===== src/rtl/heepsilon_pkg.sv =====
// Shared CGRA/X-HEEP integration constants and OBI bundle types.
package heepsilon_pkg;
   localparam int CGRA_XBAR_NMASTER        = 4;
   localparam int LOG_EXT_XBAR_NMASTER     = $clog2(CGRA_XBAR_NMASTER);
   localparam int CGRA_ARB_MAX_OUTSTANDING = 4;

   typedef struct packed {
      logic        req;
      logic        we;
      logic [3:0]  be;
      logic [31:0] addr;
      logic [31:0] wdata;
   } cgra_obi_req_t;

   typedef struct packed {
      logic        gnt;
      logic        rvalid;
      logic [31:0] rdata;
   } cgra_obi_resp_t;
endpackage


===== src/rtl/cgra_arb_id_fifo.sv =====
// In-order FIFO of granted column indices; the head names the column that owns the next response.
module cgra_arb_id_fifo #(
   parameter int W     = 2,
   parameter int DEPTH = 4,
   parameter int CW    = $clog2(DEPTH + 1)
) (
   input  logic          clk_i,
   input  logic          rst_i,
   input  logic          push_i,
   input  logic          pop_i,
   input  logic [W-1:0]  wdata_i,
   output logic [W-1:0]  rdata_o,
   output logic          full_o,
   output logic          empty_o,
   output logic [CW-1:0] count_o
);
   localparam int PW = (DEPTH > 1) ? $clog2(DEPTH) : 1;

   logic [DEPTH-1:0][W-1:0] mem_q;
   logic [PW-1:0]           wptr_q, rptr_q;
   logic [CW-1:0]           count_q;
   logic                    do_push, do_pop;

   function automatic logic [PW-1:0] ptr_inc(input logic [PW-1:0] p);
      return (p == PW'(DEPTH - 1)) ? '0 : p + 1'b1;
   endfunction

   assign full_o  = (count_q == CW'(DEPTH));
   assign empty_o = (count_q == '0);
   assign count_o = count_q;
   assign rdata_o = mem_q[rptr_q];
   assign do_push = push_i & ~full_o;
   assign do_pop  = pop_i & ~empty_o;

   always_ff @(posedge clk_i or posedge rst_i) begin
      if (rst_i) begin
         mem_q   <= '0;
         wptr_q  <= '0;
         rptr_q  <= '0;
         count_q <= '0;
      end else begin
         if (do_push) begin
            mem_q[wptr_q] <= wdata_i;
            wptr_q        <= ptr_inc(wptr_q);
         end
         if (do_pop) rptr_q <= ptr_inc(rptr_q);
         case ({do_push, do_pop})
            2'b10:   count_q <= count_q + 1'b1;
            2'b01:   count_q <= count_q - 1'b1;
            default: count_q <= count_q;
         endcase
      end
   end
endmodule


===== src/rtl/cgra_obi_rr_arbiter.sv =====
// Round-robin arbiter sharing one OBI master port among the CGRA columns; responses are
// routed back in issue order through an ID FIFO.
module cgra_obi_rr_arbiter
   import heepsilon_pkg::*;
#(
   parameter int NMASTER         = CGRA_XBAR_NMASTER,
   parameter int MAX_OUTSTANDING = CGRA_ARB_MAX_OUTSTANDING,
   parameter int AW              = 32,
   parameter int DW              = 32
) (
   input  logic                              clk_i,
   input  logic                              rst_i,
   input  logic [NMASTER-1:0]                m_req_i,
   input  logic [NMASTER-1:0]                m_we_i,
   input  logic [NMASTER-1:0][DW/8-1:0]      m_be_i,
   input  logic [NMASTER-1:0][AW-1:0]        m_addr_i,
   input  logic [NMASTER-1:0][DW-1:0]        m_wdata_i,
   output logic [NMASTER-1:0]                m_gnt_o,
   output logic [NMASTER-1:0]                m_rvalid_o,
   output logic [NMASTER-1:0][DW-1:0]        m_rdata_o,
   output logic                              s_req_o,
   output logic                              s_we_o,
   output logic [DW/8-1:0]                   s_be_o,
   output logic [AW-1:0]                     s_addr_o,
   output logic [DW-1:0]                     s_wdata_o,
   input  logic                              s_gnt_i,
   input  logic                              s_rvalid_i,
   input  logic [DW-1:0]                     s_rdata_i,
   output logic                              busy_o,
   output logic                              err_o
);
   localparam int IW = LOG_EXT_XBAR_NMASTER;
   localparam int CW = $clog2(MAX_OUTSTANDING + 1);

   logic [IW-1:0] rr_ptr_q, rr_ptr_d, lidx_q, lidx_d;
   logic          lock_q, lock_d, err_q, err_d;
   logic [IW-1:0] chosen, scan_idx, head;
   logic          found, sel_vld, chosen_vld, viol, sreq, hs, pop;
   logic          full, empty;
   logic [CW-1:0] count;

   always_comb begin
      found    = 1'b0;
      chosen   = '0;
      scan_idx = '0;
      for (int i = 0; i < NMASTER; i++) begin
         scan_idx = IW'((int'(rr_ptr_q) + i) % NMASTER);
         if (!found && m_req_i[scan_idx]) begin
            found  = 1'b1;
            chosen = scan_idx;
         end
      end
      // Held address phase: the locked column keeps the port until its handshake.
      if (lock_q) chosen = lidx_q;
   end

   assign sel_vld    = (lock_q | found) & ~rst_i;
   assign chosen_vld = lock_q ? m_req_i[lidx_q] : found;
   assign viol       = lock_q & ~m_req_i[lidx_q];
   assign sreq       = chosen_vld & ~full;
   assign hs         = sreq & s_gnt_i;
   assign pop        = s_rvalid_i & ~empty;

   assign s_req_o   = sreq & ~rst_i;
   assign s_we_o    = sel_vld ? m_we_i[chosen]    : 1'b0;
   assign s_be_o    = sel_vld ? m_be_i[chosen]    : '0;
   assign s_addr_o  = sel_vld ? m_addr_i[chosen]  : '0;
   assign s_wdata_o = sel_vld ? m_wdata_i[chosen] : '0;
   assign m_rdata_o = {NMASTER{rst_i ? {DW{1'b0}} : s_rdata_i}};
   assign busy_o    = ~rst_i & ((count != '0) | (|m_req_i));
   assign err_o     = err_q;

   always_comb begin
      m_gnt_o    = '0;
      m_rvalid_o = '0;
      for (int i = 0; i < NMASTER; i++) begin
         m_gnt_o[i]    = hs & ~rst_i & (chosen == IW'(i));
         m_rvalid_o[i] = pop & ~rst_i & (head == IW'(i));
      end
   end

   always_comb begin
      rr_ptr_d = rr_ptr_q;
      lock_d   = lock_q;
      lidx_d   = lidx_q;
      err_d    = err_q | (s_rvalid_i & empty) | viol;
      if (hs) begin
         rr_ptr_d = (chosen == IW'(NMASTER - 1)) ? '0 : chosen + 1'b1;
         lock_d   = 1'b0;
      end else if (viol) begin
         lock_d = 1'b0;
      end else if (sreq) begin
         lock_d = 1'b1;
         lidx_d = chosen;
      end
   end

   always_ff @(posedge clk_i or posedge rst_i) begin
      if (rst_i) begin
         rr_ptr_q <= '0;
         lock_q   <= 1'b0;
         lidx_q   <= '0;
         err_q    <= 1'b0;
      end else begin
         rr_ptr_q <= rr_ptr_d;
         lock_q   <= lock_d;
         lidx_q   <= lidx_d;
         err_q    <= err_d;
      end
   end

   cgra_arb_id_fifo #(.W(IW), .DEPTH(MAX_OUTSTANDING), .CW(CW)) u_id_fifo (
      .clk_i   (clk_i),
      .rst_i   (rst_i),
      .push_i  (hs),
      .pop_i   (pop),
      .wdata_i (chosen),
      .rdata_o (head),
      .full_o  (full),
      .empty_o (empty),
      .count_o (count)
   );
endmodule


===== config.mk =====
export PLATFORM = sky130hd
export DESIGN_NAME = cgra_obi_rr_arbiter
export DESIGN_NICKNAME = d
export VERILOG_FILES = /design/src/rtl/heepsilon_pkg.sv /design/src/rtl/cgra_arb_id_fifo.sv /design/src/rtl/cgra_obi_rr_arbiter.sv
export SDC_FILE = /design/constraint.sdc
export NUM_CORES = 1
export LEC_CHECK = 0
export BUFFER_PORTS_ARGS = -buffer_cell sky130_fd_sc_hd__buf_4
export CAP_MARGIN = 25
export CORE_AREA = 2 2 202 204
export DETAILED_ROUTE_END_ITERATION = 12
export DIE_AREA = 0 0 204 206
export SETUP_SLACK_MARGIN = 0.5
export SYNTH_ARGS = -nofsm -noshare
export SYNTH_HDL_FRONTEND = slang
export SYNTH_HIERARCHICAL = 1
export SYNTH_SLANG_ARGS = --single-unit

===== constraint.sdc =====
create_clock -name clk_i -period 3.2 [get_ports clk_i]
set_clock_uncertainty 0.15 [all_clocks]
set_input_delay 0.64 -clock clk_i [delete_from_list [all_inputs] [get_ports clk_i]]
set_output_delay 0.64 -clock clk_i [all_outputs]
set_load 0.01 [all_outputs]

==> results_tabular.tex, run 1 <==
\begin{tabular}{lr}
\hline
Metric & Value \\
\hline
\multicolumn{2}{l}{\textbf{Timing}} \\
\quad Tmin final & 3.12 ns \\
\quad Total count of max-transition violations in the final report & 0 \\
\quad Share of the cycle needed by the critical path after routing & a little over nine tenths \\
\quad Tightest Pin Transition & 0.606 ns \\
\quad Tightest hold margin & 0.346 ns \\
\quad Final number of hold-violating endpoints & 0 \\
\quad Highest attainable clock frequency & $\sim$320 MHz \\
\quad Setup repair after global routing missed its margin & yes \\
\quad Setup-failing EPs final & 0 \\
\quad Max transition margin & 59.5\% \\
\quad Smallest setup slack after layout & 0.0760 ns \\
\multicolumn{2}{l}{\textbf{Finish}} \\
\quad Top library cells by usage in the layout, fill and taps aside & 532 x sky130\_fd\_sc\_hd\_\_buf\_4, 91 x sky130\_fd\_sc\_hd\_\_mux2i\_1, 36 x sky130\_fd\_sc\_hd\_\_buf\_6 \\
\quad Net total in the final layout & 1298 \\
\quad Commonest non-fill, non-tap cell in the layout & sky130\_fd\_sc\_hd\_\_buf\_4 \\
\quad Share of layout cells above drive strength 1 & slightly below 80\% \\
\quad Final non-filler cell area & 10300 um\^{}2 \\
\quad Area growth syn-to-layout & 128\% \\
\quad Core occupancy in the finished layout & 25.5\% \\
\quad Inserted Diodes & 0 \\
\multicolumn{2}{l}{\textbf{Setup path}} \\
\quad Critical-path maximum fanout & 8 \\
\quad Kind of critical path & in2out \\
\quad Critical Path Source Type & input pin \\
\quad Worst Reg2Reg Path Length in Cells & 11 \\
\quad Critical Path End Type & output port \\
\quad Source of the critical timing path & m\_req\_i[0] \\
\quad Worst r2r src & lidx\_q[0]\$\_DFFE\_PP0P\_ \\
\quad Critical Path RT & 2.41 ns \\
\quad Crit path DAT & 2.33 ns \\
\multicolumn{2}{l}{\textbf{CTS}} \\
\quad Clock root buffer & sky130\_fd\_sc\_hd\_\_clkbuf\_16 \\
\quad Num Clock Sinks & 21 \\
\quad Number of CTS-inserted buffers & 3 \\
\quad H-Tree Depth & 1 \\
\quad Latest clock arrival within the worst-skew pair & roughly 0.25 ns \\
\quad Quantity of hold-fixing buffers added after cts & 0 \\
\quad Maximum buffer depth of the clock tree & 2 \\
\quad Clock-pin slew of the registers on the worst-case setup and hold paths & 0.06 ns \\
\quad Clock tree from TritonCTS & built \\
\multicolumn{2}{l}{\textbf{Yosys}} \\
\quad Register bit total from synthesis & 21 \\
\quad Share of async-settable or async-resettable flops after synthesis & 100\% \\
\quad Share of synthesized cell area in and, or, nand and nor gates & 11.3\% \\
\quad Cell area after technology mapping & 4500 um\^{}2 \\
\quad Xor and xnor fraction of the mapped netlist area & less than 1\% \\
\quad Multiplexer fraction of the synthesized cell area & 36.8\% \\
\quad Distinct cell type count after synthesis & 49 \\
\quad Largest family of logic cells by synthesized area & multiplexers \\
\quad Sequential element share of the synthesized area & approximately an eighth \\
\quad EDFF count, synth & 0 \\
\quad Mapped Cells & 498 \\
\quad Warning count from the yosys run & 6 \\
\quad Cells taking the most area after synthesis & sky130\_fd\_sc\_hd\_\_mux2i\_1 32\%, sky130\_fd\_sc\_hd\_\_buf\_4 18\%, sky130\_fd\_sc\_hd\_\_dfrtp\_1 12\% \\
\quad Ys flop type & sky130\_fd\_sc\_hd\_\_dfrtp\_1 \\
\quad Compound-cell area share of the yosys netlist & 14.5\% \\
\quad Avg Synthesized Cell Area & 9.04 um\^{}2 \\
\quad Adder and majority cell fraction of the synthesized area & 3.22\% \\
\quad Net count after synthesis & 825 \\
\quad Leading area contributor after synthesis & sky130\_fd\_sc\_hd\_\_mux2i\_1 \\
\quad Share of Yosys cell area claimed by the top area cell type & 31.8\% \\
\multicolumn{2}{l}{\textbf{GRT}} \\
\quad Overall track demand over capacity in global routing & 11.1\% \\
\quad Wire length of the first global-routing pass & 34000 um \\
\quad Via count of the first global-routing pass & 5342 \\
\quad Number of antenna violations at the first check in global routing & 1 \\
\quad Maximum number of pins on one net before global-route repair & a little over 40 \\
\quad Overflow after GRT & 0 \\
\multicolumn{2}{l}{\textbf{Power}} \\
\quad Sum of internal, switching and leakage power & $\sim$8.6 mW \\
\quad Fraction of power consumed by sequential logic & under 10\% \\
\quad Ratio of total power to cell area & 834 nW/um\^{}2 \\
\quad Logic gate share of total power & 90.2\% \\
\quad Internal & 4.82 mW \\
\quad Worst VDD drop & 0.364 mV \\
\quad Sw Share & roughly 44\% \\
\quad Static power due to leakage & 4.82 nW \\
\quad NetSw & 3.74 mW \\
\quad Clock share of power & under 10\% \\
\multicolumn{2}{l}{\textbf{Worst hold path}} \\
\quad Worst min-delay path class & reg2reg \\
\quad Cells on Worst Hold Path & 1 \\
\quad Startpoint of the lowest-slack hold path & err\_o\$\_DFF\_PP0\_ \\
\multicolumn{2}{l}{\textbf{Placement}} \\
\quad HPWL after detailed placement & approximately 22000 um \\
\quad Placer congestion estimate & 0.787 \\
\quad Area after DPL & between 8000 and 9000 um\^{}2 \\
\quad Number of buffer cells added on primary ports & 523 \\
\quad Pre-CTS setup slack & -0.340 ns \\
\multicolumn{2}{l}{\textbf{Routing}} \\
\quad Number of violations reported at the end of detailed-routing iteration 0 & 199 \\
\quad Met1 wire length & 10200 um \\
\quad Antenna Nets Post-Route & 0 \\
\quad DRC violation count after routing & 0 \\
\quad Per-cell via count in the routed design & 3.82 \\
\quad Met3 layer wire length in the routed design & 1840 um \\
\quad Via count of the routed design & approximately 5700 \\
\quad Uppermost layer routed & met5 \\
\quad Routed length on met2 & 14700 um \\
\quad Detailed-route wire length per cell & 18.2 um \\
\quad First-pass detailed-route iteration total & 4 \\
\quad Final WL & 27300 um \\
\multicolumn{2}{l}{\textbf{Die}} \\
\quad Floorplan die width & 204 um \\
\quad Chip height & $\sim$200 um \\
\quad IO Pins & 524 \\
\quad DIE AREA & 42000 um\^{}2 \\
\quad Row cnt & 74 \\
\quad Std-Cell Core Area & between 40000 and 50000 um\^{}2 \\
\quad Effective utilization at floorplan & between 10 and 15\% \\
\multicolumn{2}{l}{\textbf{Job}} \\
\quad Maximum capacitance violations & 0 \\
\multicolumn{2}{l}{\textbf{Outcome}} \\
\quad Run status & completed \\
\hline
\end{tabular}
[sequential cells by signal, indices dropped and copies added (netlist names)]
register and flops:
u_id_fifo/mem_q 8, u_id_fifo/count_o 3, lidx_q 2, rr_ptr_q 2, u_id_fifo/rptr_q 2, u_id_fifo/wptr_q 2
err_o 1, lock_q 1
[power by group through the flow]
| stage | sequential (mW) | clock [mW] | combinational, mW |
|---|---|---|---|
| 3_3_place_gp | 0.553 | 0 | 5.63 |
| 2_1_floorplan | 0.499 | 0 | 3.32 |
| 6_report | 0.568 | 0.269 | 7.72 |
| 3_5_place_dp | 0.567 | 0 | 5.67 |
| 5_1_grt | 0.591 | 0.290 | 8.14 |
| 4_1_cts | 0.568 | 0.281 | 6.88 |
[synthesized netlist by cell type, types with 2 or more instances]
cell	instances
sky130_fd_sc_hd__mux2i_1	143
sky130_fd_sc_hd__buf_4	107
sky130_fd_sc_hd__o22ai_1	50
sky130_fd_sc_hd__nor2b_1	35
sky130_fd_sc_hd__dfrtp_1	21
sky130_fd_sc_hd__o22ai_2	19
sky130_fd_sc_hd__mux2_2	14
sky130_fd_sc_hd__buf_2	13
sky130_fd_sc_hd__inv_1	13
sky130_fd_sc_hd__nor2_1	12
sky130_fd_sc_hd__ha_1	10
sky130_fd_sc_hd__clkbuf_1	6
sky130_fd_sc_hd__nand2_1	5
sky130_fd_sc_hd__and2_1	4
sky130_fd_sc_hd__nor3_1	4
sky130_fd_sc_hd__mux4_2	3
sky130_fd_sc_hd__buf_1	2
sky130_fd_sc_hd__buf_6	2
sky130_fd_sc_hd__nand2b_1	2
sky130_fd_sc_hd__nand2b_4	2
sky130_fd_sc_hd__nor4_1	2
sky130_fd_sc_hd__xor2_1	2
[area by class of cell]
| class | count | area (um^2) |
|---|---|---|
| inverters | 14 | 55.1 |
| repair buffers | 599 | 5080 |
| flip-flops and latches | 21 | 529 |
| multi-input cells | 332 | 3840 |
| clock buffers | 3 | 75.1 |
| well taps | 532 | 666 |
| clock inverters | 1 | 7.51 |
| fillers | 4248 | 29900 |
[critical path: stages]
cell,delay [ns]
sky130_fd_sc_hd__buf_12,0.11
sky130_fd_sc_hd__and4bb_2,0.25
sky130_fd_sc_hd__o21a_1,0.22
sky130_fd_sc_hd__a221oi_4,0.24
sky130_fd_sc_hd__buf_6,0.17
sky130_fd_sc_hd__nand2_8,0.08
sky130_fd_sc_hd__buf_12,0.20
sky130_fd_sc_hd__clkbuf_16,0.18
sky130_fd_sc_hd__o22ai_2,0.09
sky130_fd_sc_hd__buf_4,0.14
[per-layer routing]
| layer | GRT usage [%] | vias to the layer above |
|---|---|---|
| met5 | 0 | - |
| met4 | 2.64 | 2 |
| met3 | 1.56 | 24 |
| met2 | 21.0 | 364 |
| met1 | 13.0 | 2672 |
| li1 | - | 2677 |
[worst paths after layout]
path,endpoint,slack (ns)
max,s_addr_o[29],0.08
min,err_o$_DFF_PP0_,0.35
max reg2reg,u_id_fifo/count_o[2]$_DFFE_PP0P_,0.62
min reg2reg,err_o$_DFF_PP0_,0.35
max in group asynchronous,u_id_fifo/wptr_q[0]$_DFFE_PP0P_,1.80
min in group asynchronous,err_o$_DFF_PP0_,0.56
[per-stage QoR]
| stage | cells | TNS (ns) |
|---|---|---|
| 6_report | 1502 | 0 |
| 5_1_grt | 1502 | -0.0134 |
| 4_1_cts | 1490 | 0 |
| 3_5_place_dp | 1472 | -1.24 |
| 3_3_place_gp | 1472 | -1.35 |
| 2_1_floorplan | 498 | 0 |
[what timing repair did]
action	4_1_cts	5_1_grt
pin swaps	7	9
setup endpoints to repair	75	76
setup buffers	9	6
resized for setup	107	97
gates cloned	5	6
[cells by family (layout without fill, tap and decap cells)]
family                   after synthesis  after routing
AO/OA/AOI/OAI                         79             79
XOR/XNOR                               3              3
adder cells (fa/ha/maj)               11             11
buffers and inverters                145            617
flip-flops                            21             21
multiplexers                         160            160
AND/OR/NAND/NOR                       79             79
(Power assumes the default switching activity.)
==> run 2, diff against run 1 <==
--- a/config.mk
+++ b/config.mk
@@ -12,4 +12,5 @@
 export DIE_AREA = 0 0 204 206
 export SETUP_SLACK_MARGIN = 0.5
+export SLEW_MARGIN = 25
 export SYNTH_ARGS = -nofsm -noshare
 export SYNTH_HDL_FRONTEND = slang
--- a/constraint.sdc
+++ b/constraint.sdc
@@ -3,3 +3,3 @@
 set_input_delay 0.64 -clock clk_i [delete_from_list [all_inputs] [get_ports clk_i]]
 set_output_delay 0.64 -clock clk_i [all_outputs]
-set_load 0.01 [all_outputs]
+set_load 0.005 [all_outputs]
==> results_tabular.tex, run 2 (same netlist as run 1, synthesis figures left out) <==
\begin{tabular}{lr}
\hline
Metric & Value \\
\hline
\multicolumn{2}{l}{\textbf{Timing}} \\
\quad Final number of hold-violating endpoints & 0 (unchanged) \\
\quad Max transition margin & 57.7\% (-1.8 points) \\
\quad Smallest setup slack after layout & -0.0000802 ns (-0.0761 ns) \\
\quad Setup repair after global routing missed its margin & yes \\
\quad Setup-failing EPs final & 1 (+1) \\
\quad Tightest Pin Transition & 0.634 ns (+0.0274 ns) \\
\quad Share of the cycle needed by the critical path after routing & 100\% (+2.4 points) \\
\quad Total count of max-transition violations in the final report & 0 (unchanged) \\
\quad TNS Setup & -0.0000802 ns (-0.0000802 ns) \\
\quad Tmin final & 3.20 ns (+0.0761 ns) \\
\quad Highest attainable clock frequency & 312 MHz (-2.4\%) \\
\multicolumn{2}{l}{\textbf{Outcome}} \\
\quad Run status & finished with violations \\
\quad Violated checks & setup timing \\
\multicolumn{2}{l}{\textbf{Power}} \\
\quad Internal & 4.65 mW (-3.5\%) \\
\quad Sum of internal, switching and leakage power & 7.97 mW (-6.9\%) \\
\quad Ratio of total power to cell area & 798 nW/um\^{}2 (-4.4\%) \\
\quad Clock share of power & 3.3\% (+0.2 points) \\
\quad Worst VDD drop & 0.354 mV (-2.7\%) \\
\quad Logic gate share of total power & 89.5\% (-0.7 points) \\
\quad Fraction of power consumed by sequential logic & 7.1\% (+0.5 points) \\
\quad NetSw & 3.32 mW (-11\%) \\
\quad Sw Share & 41.6\% (-2.0 points) \\
\quad Static power due to leakage & 4.88 nW (+1.1\%) \\
\multicolumn{2}{l}{\textbf{Finish}} \\
\quad Net total in the final layout & 1310 (+0.92\%) \\
\quad Largest register by flop count & u\_id\_fifo/mem\_q \\
\quad Inserted Diodes & 0 (unchanged) \\
\quad Commonest non-fill, non-tap cell in the layout & sky130\_fd\_sc\_hd\_\_buf\_4 \\
\quad Filler cells & 4236 (-0.28\%) \\
\quad Share of layout cells above drive strength 1 & 75.6\% (-2.0 points) \\
\quad Max reg flops & 8 (unchanged) \\
\quad Top library cells by usage in the layout, fill and taps aside & 557 x sky130\_fd\_sc\_hd\_\_buf\_4, 99 x sky130\_fd\_sc\_hd\_\_mux2i\_1, 36 x sky130\_fd\_sc\_hd\_\_o22ai\_1 \\
\quad Area growth syn-to-layout & 122\% \\
\multicolumn{2}{l}{\textbf{Job}} \\
\quad Maximum capacitance violations & 0 (unchanged) \\
\multicolumn{2}{l}{\textbf{CTS}} \\
\quad Maximum buffer depth of the clock tree & 2 (unchanged) \\
\quad Num Clock Sinks & 21 (unchanged) \\
\quad Clock tree from TritonCTS & built \\
\quad H-Tree Depth & 1 (unchanged) \\
\quad Clock root buffer & sky130\_fd\_sc\_hd\_\_clkbuf\_16 \\
\quad Quantity of hold-fixing buffers added after cts & 0 (unchanged) \\
\quad Latest clock arrival within the worst-skew pair & 0.25 ns (about the same) \\
\quad Clock-pin slew of the registers on the worst-case setup and hold paths & 0.06 ns (about the same) \\
\quad Number of CTS-inserted buffers & 3 (unchanged) \\
\multicolumn{2}{l}{\textbf{Setup path}} \\
\quad Worst path most repeated cell & sky130\_fd\_sc\_hd\_\_buf\_4 \\
\quad Endpoint of the most critical register-to-register path & u\_id\_fifo/count\_o[2]\$\_DFFE\_PP0P\_ \\
\quad Worst-path cell with the longest stage delay & sky130\_fd\_sc\_hd\_\_a211oi\_2 \\
\quad Critical Path RT & 2.41 ns (about the same) \\
\quad Buffer and inverter count on the worst path & 5 (unchanged) \\
\quad Critical-path maximum fanout & 14 (+6) \\
\quad Flop2flop setup slack & 0.42 ns (-0.20 ns) \\
\quad Cells along the critical path & buf\_8 -> buf\_4 -> or2\_4 -> a211oi\_2 -> a221oi\_4 -> inv\_2 -> nand2\_8 -> buf\_12 -> o22ai\_1 -> buf\_4 \\
\quad Worst Reg2Reg Path Length in Cells & 13 (+2) \\
\quad Critical Path End Type & output port \\
\quad Kind of cell adding the most delay to the critical path & buffers and inverters \\
\quad Max incr delay on CP & 0.29 ns (+0.04 ns) \\
\quad Worst r2r src & lidx\_q[0]\$\_DFFE\_PP0P\_ \\
\quad Critical Path Source Type & input pin \\
\quad Crit path DAT & 2.41 ns (+0.08 ns) \\
\quad Kind of critical path & in2out \\
\multicolumn{2}{l}{\textbf{Worst hold path}} \\
\quad Startpoint of the lowest-slack hold path & err\_o\$\_DFF\_PP0\_ \\
\quad Worst min-delay path class & reg2reg \\
\quad Endpoint with the worst hold slack & err\_o\$\_DFF\_PP0\_ \\
\quad Cells on Worst Hold Path & 1 (unchanged) \\
\multicolumn{2}{l}{\textbf{GRT}} \\
\quad Overall track demand over capacity in global routing & 10.7\% (-0.32 points) \\
\quad Via count of the first global-routing pass & 5314 (-0.52\%) \\
\quad Maximum number of pins on one net before global-route repair & 41 (unchanged) \\
\quad Wire length of the first global-routing pass & 33500 um (-1.5\%) \\
\quad Number of antenna violations at the first check in global routing & 0 (-1) \\
\quad Overflow after GRT & 0 (unchanged) \\
\multicolumn{2}{l}{\textbf{Die}} \\
\quad Row cnt & 74 (unchanged) \\
\quad IO Pins & 524 (unchanged) \\
\quad DIE AREA & 42000 um\^{}2 (unchanged) \\
\quad Chip height & 206 um (unchanged) \\
\quad Std-Cell Core Area & 40200 um\^{}2 (unchanged) \\
\quad Effective utilization at floorplan & 11.2\% (unchanged) \\
\quad Floorplan die width & 204 um (unchanged) \\
\multicolumn{2}{l}{\textbf{Routing}} \\
\quad Number of violations reported at the end of detailed-routing iteration 0 & 247 (+24\%) \\
\quad Via count of the routed design & 5708 (-0.54\%) \\
\quad DRC violation count after routing & 0 (unchanged) \\
\quad Final WL & 27000 um (-1.0\%) \\
\quad Detailed-route wire length per cell & 17.8 um (-1.8\%) \\
\quad First-pass detailed-route iteration total & 4 (unchanged) \\
\quad Per-cell via count in the routed design & 3.77 (-1.3\%) \\
\quad Antenna Nets Post-Route & 0 (unchanged) \\
\multicolumn{2}{l}{\textbf{Placement}} \\
\quad Pre-CTS setup slack & -0.115 ns (+0.225 ns) \\
\quad Placer congestion estimate & 0.873 (+11\%) \\
\quad HPWL after detailed placement & 20900 um (-6.0\%) \\
\quad Number of buffer cells added on primary ports & 523 (unchanged) \\
\hline
\end{tabular}
[run 2: cell count changes in the layout (fill, tap and decap cells not counted), sizes merged]
cell | previous run | this run
buf | 593 | 606
clkinvlp | 1 | 0
[run 2: worst max path at each step]
stage                                       end  startpoint  cells after the start  slack [ns]
2_1_floorplan  u_id_fifo/count_o[2]$_DFFE_PP0P_  m_req_i[3]                     11        0.48
3_3_place_gp                        s_addr_o[4]  m_req_i[0]                     10        -0.1
3_5_place_dp                       s_addr_o[11]  m_req_i[0]                     10       -0.12
4_1_cts                           s_wdata_o[23]  m_req_i[2]                     12        0.01
5_1_grt                            s_addr_o[16]  m_req_i[3]                     13       -0.09
6_report                           s_addr_o[25]  m_req_i[3]                     10    -0.00008
[run 2: timing repair]
action	in CTS	in global routing
resized for setup	92	76
setup buffers	12	8
endpoints found under the setup margin	75	84
pin swaps	21	23
hold endpoints to repair	0	0
cloned	6	5
[run 2: per-stage QoR]
stage	hold slack, ns	cells	util [%]	instance area [um^2]
after global placement	0.314	1479	21.6	8690
after detailed placement	0.321	1479	21.6	8690
after floorplan	0.316	498	-	4520
after CTS	0.334	1501	23.5	9450
after global routing	0.351	1514	24.9	9990
final	0.339	1514	24.9	9990
[run 2: layout make-up]
type / instances / area (um^2) / area share [%]
tap: 532 / 666 / 6.67
sequential: 21 / 528 / 5.29
inverter: 14 / 52.6 / 0.526
timing repair buffer: 611 / 5130 / 51.4
clock buffer: 4 / 78.8 / 0.789
multi-input combinational: 332 / 3530 / 35.3
[run 2: power by group through the flow]
stage | Clock [mW] | Sequential, mW | Combinational [mW]
CTS | 0.275 | 0.569 | 6.48
global route | 0.284 | 0.595 | 7.58
finish | 0.265 | 0.569 | 7.13
floorplan | 0 | 0.499 | 2.96
global placement | 0 | 0.556 | 5.18
detailed placement | 0 | 0.563 | 5.23
[run 2: per-layer routing]
layer | up-vias | track usage (%) | wire [um]
li1 | 2688 | - | -
met4 | 0 | 1.81 | 419
met3 | 17 | 1.18 | 1700
met1 | 2662 | 12.8 | 10500
met5 | - | 0 | 0
met2 | 341 | 20.7 | 14400
[run 2: worst register-to-register path, delay by kind of cell, from the launching register on]
kind	cells	cell delay, ns
multiplexers	1	0.60
XOR/XNOR	2	0.30
AND/OR/NAND/NOR	5	0.52
buffers and inverters	3	0.21
flip-flops	1	0.47
adder cells (fa/ha/maj)	2	0.46
==> run 3, diff against run 2 <==
Settings changed: TNS_END_PERCENT set to 20.
==> results_tabular.tex, run 3 (same netlist as run 1, synthesis figures left out) <==
\begin{tabular}{lr}
\hline
Metric & Value \\
\hline
\multicolumn{2}{l}{\textbf{Routing}} \\
\quad Final WL & 25600 um (-5.1\%) \\
\quad DRC violation count after routing & 0 (unchanged) \\
\quad Detailed-route wire length per cell & 17.1 um (-4.1\%) \\
\quad Via count of the routed design & 5609 (-1.7\%) \\
\quad Number of violations reported at the end of detailed-routing iteration 0 & 198 (-20\%) \\
\quad Per-cell via count in the routed design & 3.74 (-0.68\%) \\
\quad First-pass detailed-route iteration total & 4 (unchanged) \\
\quad Antenna Nets Post-Route & 0 (unchanged) \\
\multicolumn{2}{l}{\textbf{Finish}} \\
\quad Largest register by flop count & u\_id\_fifo/mem\_q \\
\quad Share of layout cells above drive strength 1 & 72.6\% (-3.0 points) \\
\quad Area taken by multi-input logic gates & 3340 um\^{}2 (-5.4\%) \\
\quad Filler cells & 4276 (+0.94\%) \\
\quad Filler-free cell count of the finished design & 1498 (-1.1\%) \\
\quad Final non-filler cell area & 9510 um\^{}2 (-4.8\%) \\
\quad Area occupied by registers & 528 um\^{}2 (unchanged) \\
\quad Area growth syn-to-layout & 111\% \\
\quad Net total in the final layout & 1294 (-1.2\%) \\
\quad Max reg flops & 8 (unchanged) \\
\quad Top library cells by usage in the layout, fill and taps aside & 558 x sky130\_fd\_sc\_hd\_\_buf\_4, 110 x sky130\_fd\_sc\_hd\_\_mux2i\_1, 38 x sky130\_fd\_sc\_hd\_\_o22ai\_1 \\
\quad Commonest non-fill, non-tap cell in the layout & sky130\_fd\_sc\_hd\_\_buf\_4 \\
\quad Inserted Diodes & 0 (unchanged) \\
\multicolumn{2}{l}{\textbf{CTS}} \\
\quad Quantity of hold-fixing buffers added after cts & 0 (unchanged) \\
\quad Clock tree from TritonCTS & built \\
\quad Clock root buffer & sky130\_fd\_sc\_hd\_\_clkbuf\_16 \\
\quad Number of CTS-inserted buffers & 3 (unchanged) \\
\quad H-Tree Depth & 1 (unchanged) \\
\quad Latest clock arrival within the worst-skew pair & 0.25 ns (about the same) \\
\quad Clock-pin slew of the registers on the worst-case setup and hold paths & 0.06 ns (about the same) \\
\quad Num Clock Sinks & 21 (unchanged) \\
\quad Maximum buffer depth of the clock tree & 2 (unchanged) \\
\multicolumn{2}{l}{\textbf{Setup path}} \\
\quad Kind of cell adding the most delay to the critical path & buffers and inverters \\
\quad Worst path most repeated cell & sky130\_fd\_sc\_hd\_\_buf\_6 \\
\quad Worst-path cell with the longest stage delay & sky130\_fd\_sc\_hd\_\_o22ai\_1 \\
\quad Cells along the critical path & buf\_8 -> buf\_6 -> nand3b\_1 -> mux2i\_2 -> nor3\_4 -> buf\_6 -> buf\_12 -> buf\_16 -> buf\_6 -> mux2i\_1 -> o22ai\_1 -> buf\_4 \\
\quad Buffer and inverter count on the worst path & 7 (+2) \\
\quad Max incr delay on CP & 0.24 ns (-0.05 ns) \\
\quad Crit path DAT & 2.43 ns (+0.02 ns) \\
\quad Critical Path Source Type & input pin \\
\quad Kind of critical path & in2out \\
\quad Critical Path RT & 2.41 ns (about the same) \\
\quad Critical Path End Type & output port \\
\quad Critical-path maximum fanout & 8 (-6) \\
\multicolumn{2}{l}{\textbf{Timing}} \\
\quad Highest attainable clock frequency & 311 MHz (-0.49\%) \\
\quad Total count of max-transition violations in the final report & 0 (unchanged) \\
\quad Max transition margin & 59.5\% (+1.8 points) \\
\quad Setup-failing EPs final & 2 (+1) \\
\quad Tightest Pin Transition & 0.607 ns (-0.0272 ns) \\
\quad Tmin final & 3.22 ns (+0.0157 ns) \\
\quad Setup repair after global routing missed its margin & yes \\
\quad Share of the cycle needed by the critical path after routing & 100\% (+0.49 points) \\
\quad Final number of hold-violating endpoints & 0 (unchanged) \\
\quad Smallest setup slack after layout & -0.0157 ns (-0.0157 ns) \\
\multicolumn{2}{l}{\textbf{GRT}} \\
\quad Maximum number of pins on one net before global-route repair & 41 (unchanged) \\
\quad Overall track demand over capacity in global routing & 10.7\% (-0.027 points) \\
\quad Wire length of the first global-routing pass & 33400 um (-0.27\%) \\
\quad Number of antenna violations at the first check in global routing & 0 (unchanged) \\
\quad Overflow after GRT & 0 (unchanged) \\
\quad Via count of the first global-routing pass & 5283 (-0.58\%) \\
\multicolumn{2}{l}{\textbf{Die}} \\
\quad Chip height & 206 um (unchanged) \\
\quad Floorplan die width & 204 um (unchanged) \\
\quad Effective utilization at floorplan & 11.2\% (unchanged) \\
\quad Std-Cell Core Area & 40200 um\^{}2 (unchanged) \\
\quad Row cnt & 74 (unchanged) \\
\quad DIE AREA & 42000 um\^{}2 (unchanged) \\
\quad IO Pins & 524 (unchanged) \\
\multicolumn{2}{l}{\textbf{Power}} \\
\quad Static power due to leakage & 4.71 nW (-3.5\%) \\
\quad Worst VDD drop & 0.352 mV (-0.66\%) \\
\quad Ratio of total power to cell area & 764 nW/um\^{}2 (-4.2\%) \\
\quad Sum of internal, switching and leakage power & 7.27 mW (-8.8\%) \\
\multicolumn{2}{l}{\textbf{Job}} \\
\quad Maximum capacitance violations & 0 (unchanged) \\
\multicolumn{2}{l}{\textbf{Placement}} \\
\quad Placed insts & 1479 (unchanged) \\
\quad HPWL after detailed placement & 20900 um (unchanged) \\
\quad Pre-CTS setup slack & -0.115 ns (unchanged) \\
\quad Number of buffer cells added on primary ports & 523 (unchanged) \\
\quad Area after DPL & 8690 um\^{}2 (unchanged) \\
\quad Placer congestion estimate & 0.873 (unchanged) \\
\multicolumn{2}{l}{\textbf{Outcome}} \\
\quad Run status & finished with violations \\
\quad Violated checks & setup timing \\
\multicolumn{2}{l}{\textbf{Worst hold path}} \\
\quad Worst min-delay path class & reg2reg \\
\hline
\end{tabular}
[run 3: stage by stage]
| stage | setup TNS, ns | hold WS, ns | utilization [%] |
|---|---|---|---|
| CTS | 0 | 0.334 | 23.2 |
| global route | -2.16 | 0.353 | 23.7 |
| global placement | -0.427 | 0.314 | 21.6 |
| floorplan | 0 | 0.316 | - |
| detailed placement | -0.502 | 0.321 | 21.6 |
| finish | -0.0175 | 0.326 | 23.7 |
[run 3: worst paths after layout]
| kind | from | endpoint | slack (ns) | cells past startpoint |
|---|---|---|---|---|
| setup / recovery | m_req_i[3] | s_addr_o[25] | -0.02 | 12 |
| hold / removal | err_o$_DFF_PP0_ | err_o$_DFF_PP0_ | 0.33 | 1 |
| setup reg to reg | lidx_q[0]$_DFFE_PP0P_ | u_id_fifo/count_o[2]$_DFFE_PP0P_ | 0.51 | 11 |
| hold reg to reg | err_o$_DFF_PP0_ | err_o$_DFF_PP0_ | 0.33 | 1 |
| max in group asynchronous | rst_i | u_id_fifo/wptr_q[1]$_DFFE_PP0P_ | 1.81 | 3 |
| min in group asynchronous | rst_i | err_o$_DFF_PP0_ | 0.53 | 3 |
[run 3: routing by layer]
metal	track usage, %	up-vias	wire (um)
met3	1.23	13	1670
met5	0	-	0
met2	20.5	331	13600
met4	1.92	0	359
li1	-	2653	-
met1	12.9	2612	9960
[run 3: final cells by class]
class,count,share of cell area (%)
Multi-Input combinational cell,332,35.1
Clock buffer,4,0.829
Sequential cell,21,5.55
Tap cell,532,7.00
Timing Repair Buffer,595,51.0
Inverter,14,0.553
[run 3: report_power, final]
part / internal, mW / leakage (nW) / switching, mW
combinational: 3.62 / 4.42 / 2.82
sequential: 0.405 / 0.244 / 0.160
clock: 0.170 / 0.0382 / 0.0943
total: 4.19 / 4.71 / 3.07
[run 3: what timing repair did]
action	CTS	global route
setup endpoints to repair	75	76
pin swaps	10	11
buffers inserted	7	1
hold endpoints to repair	0	0
resized for setup	75	31
gates cloned	6	1
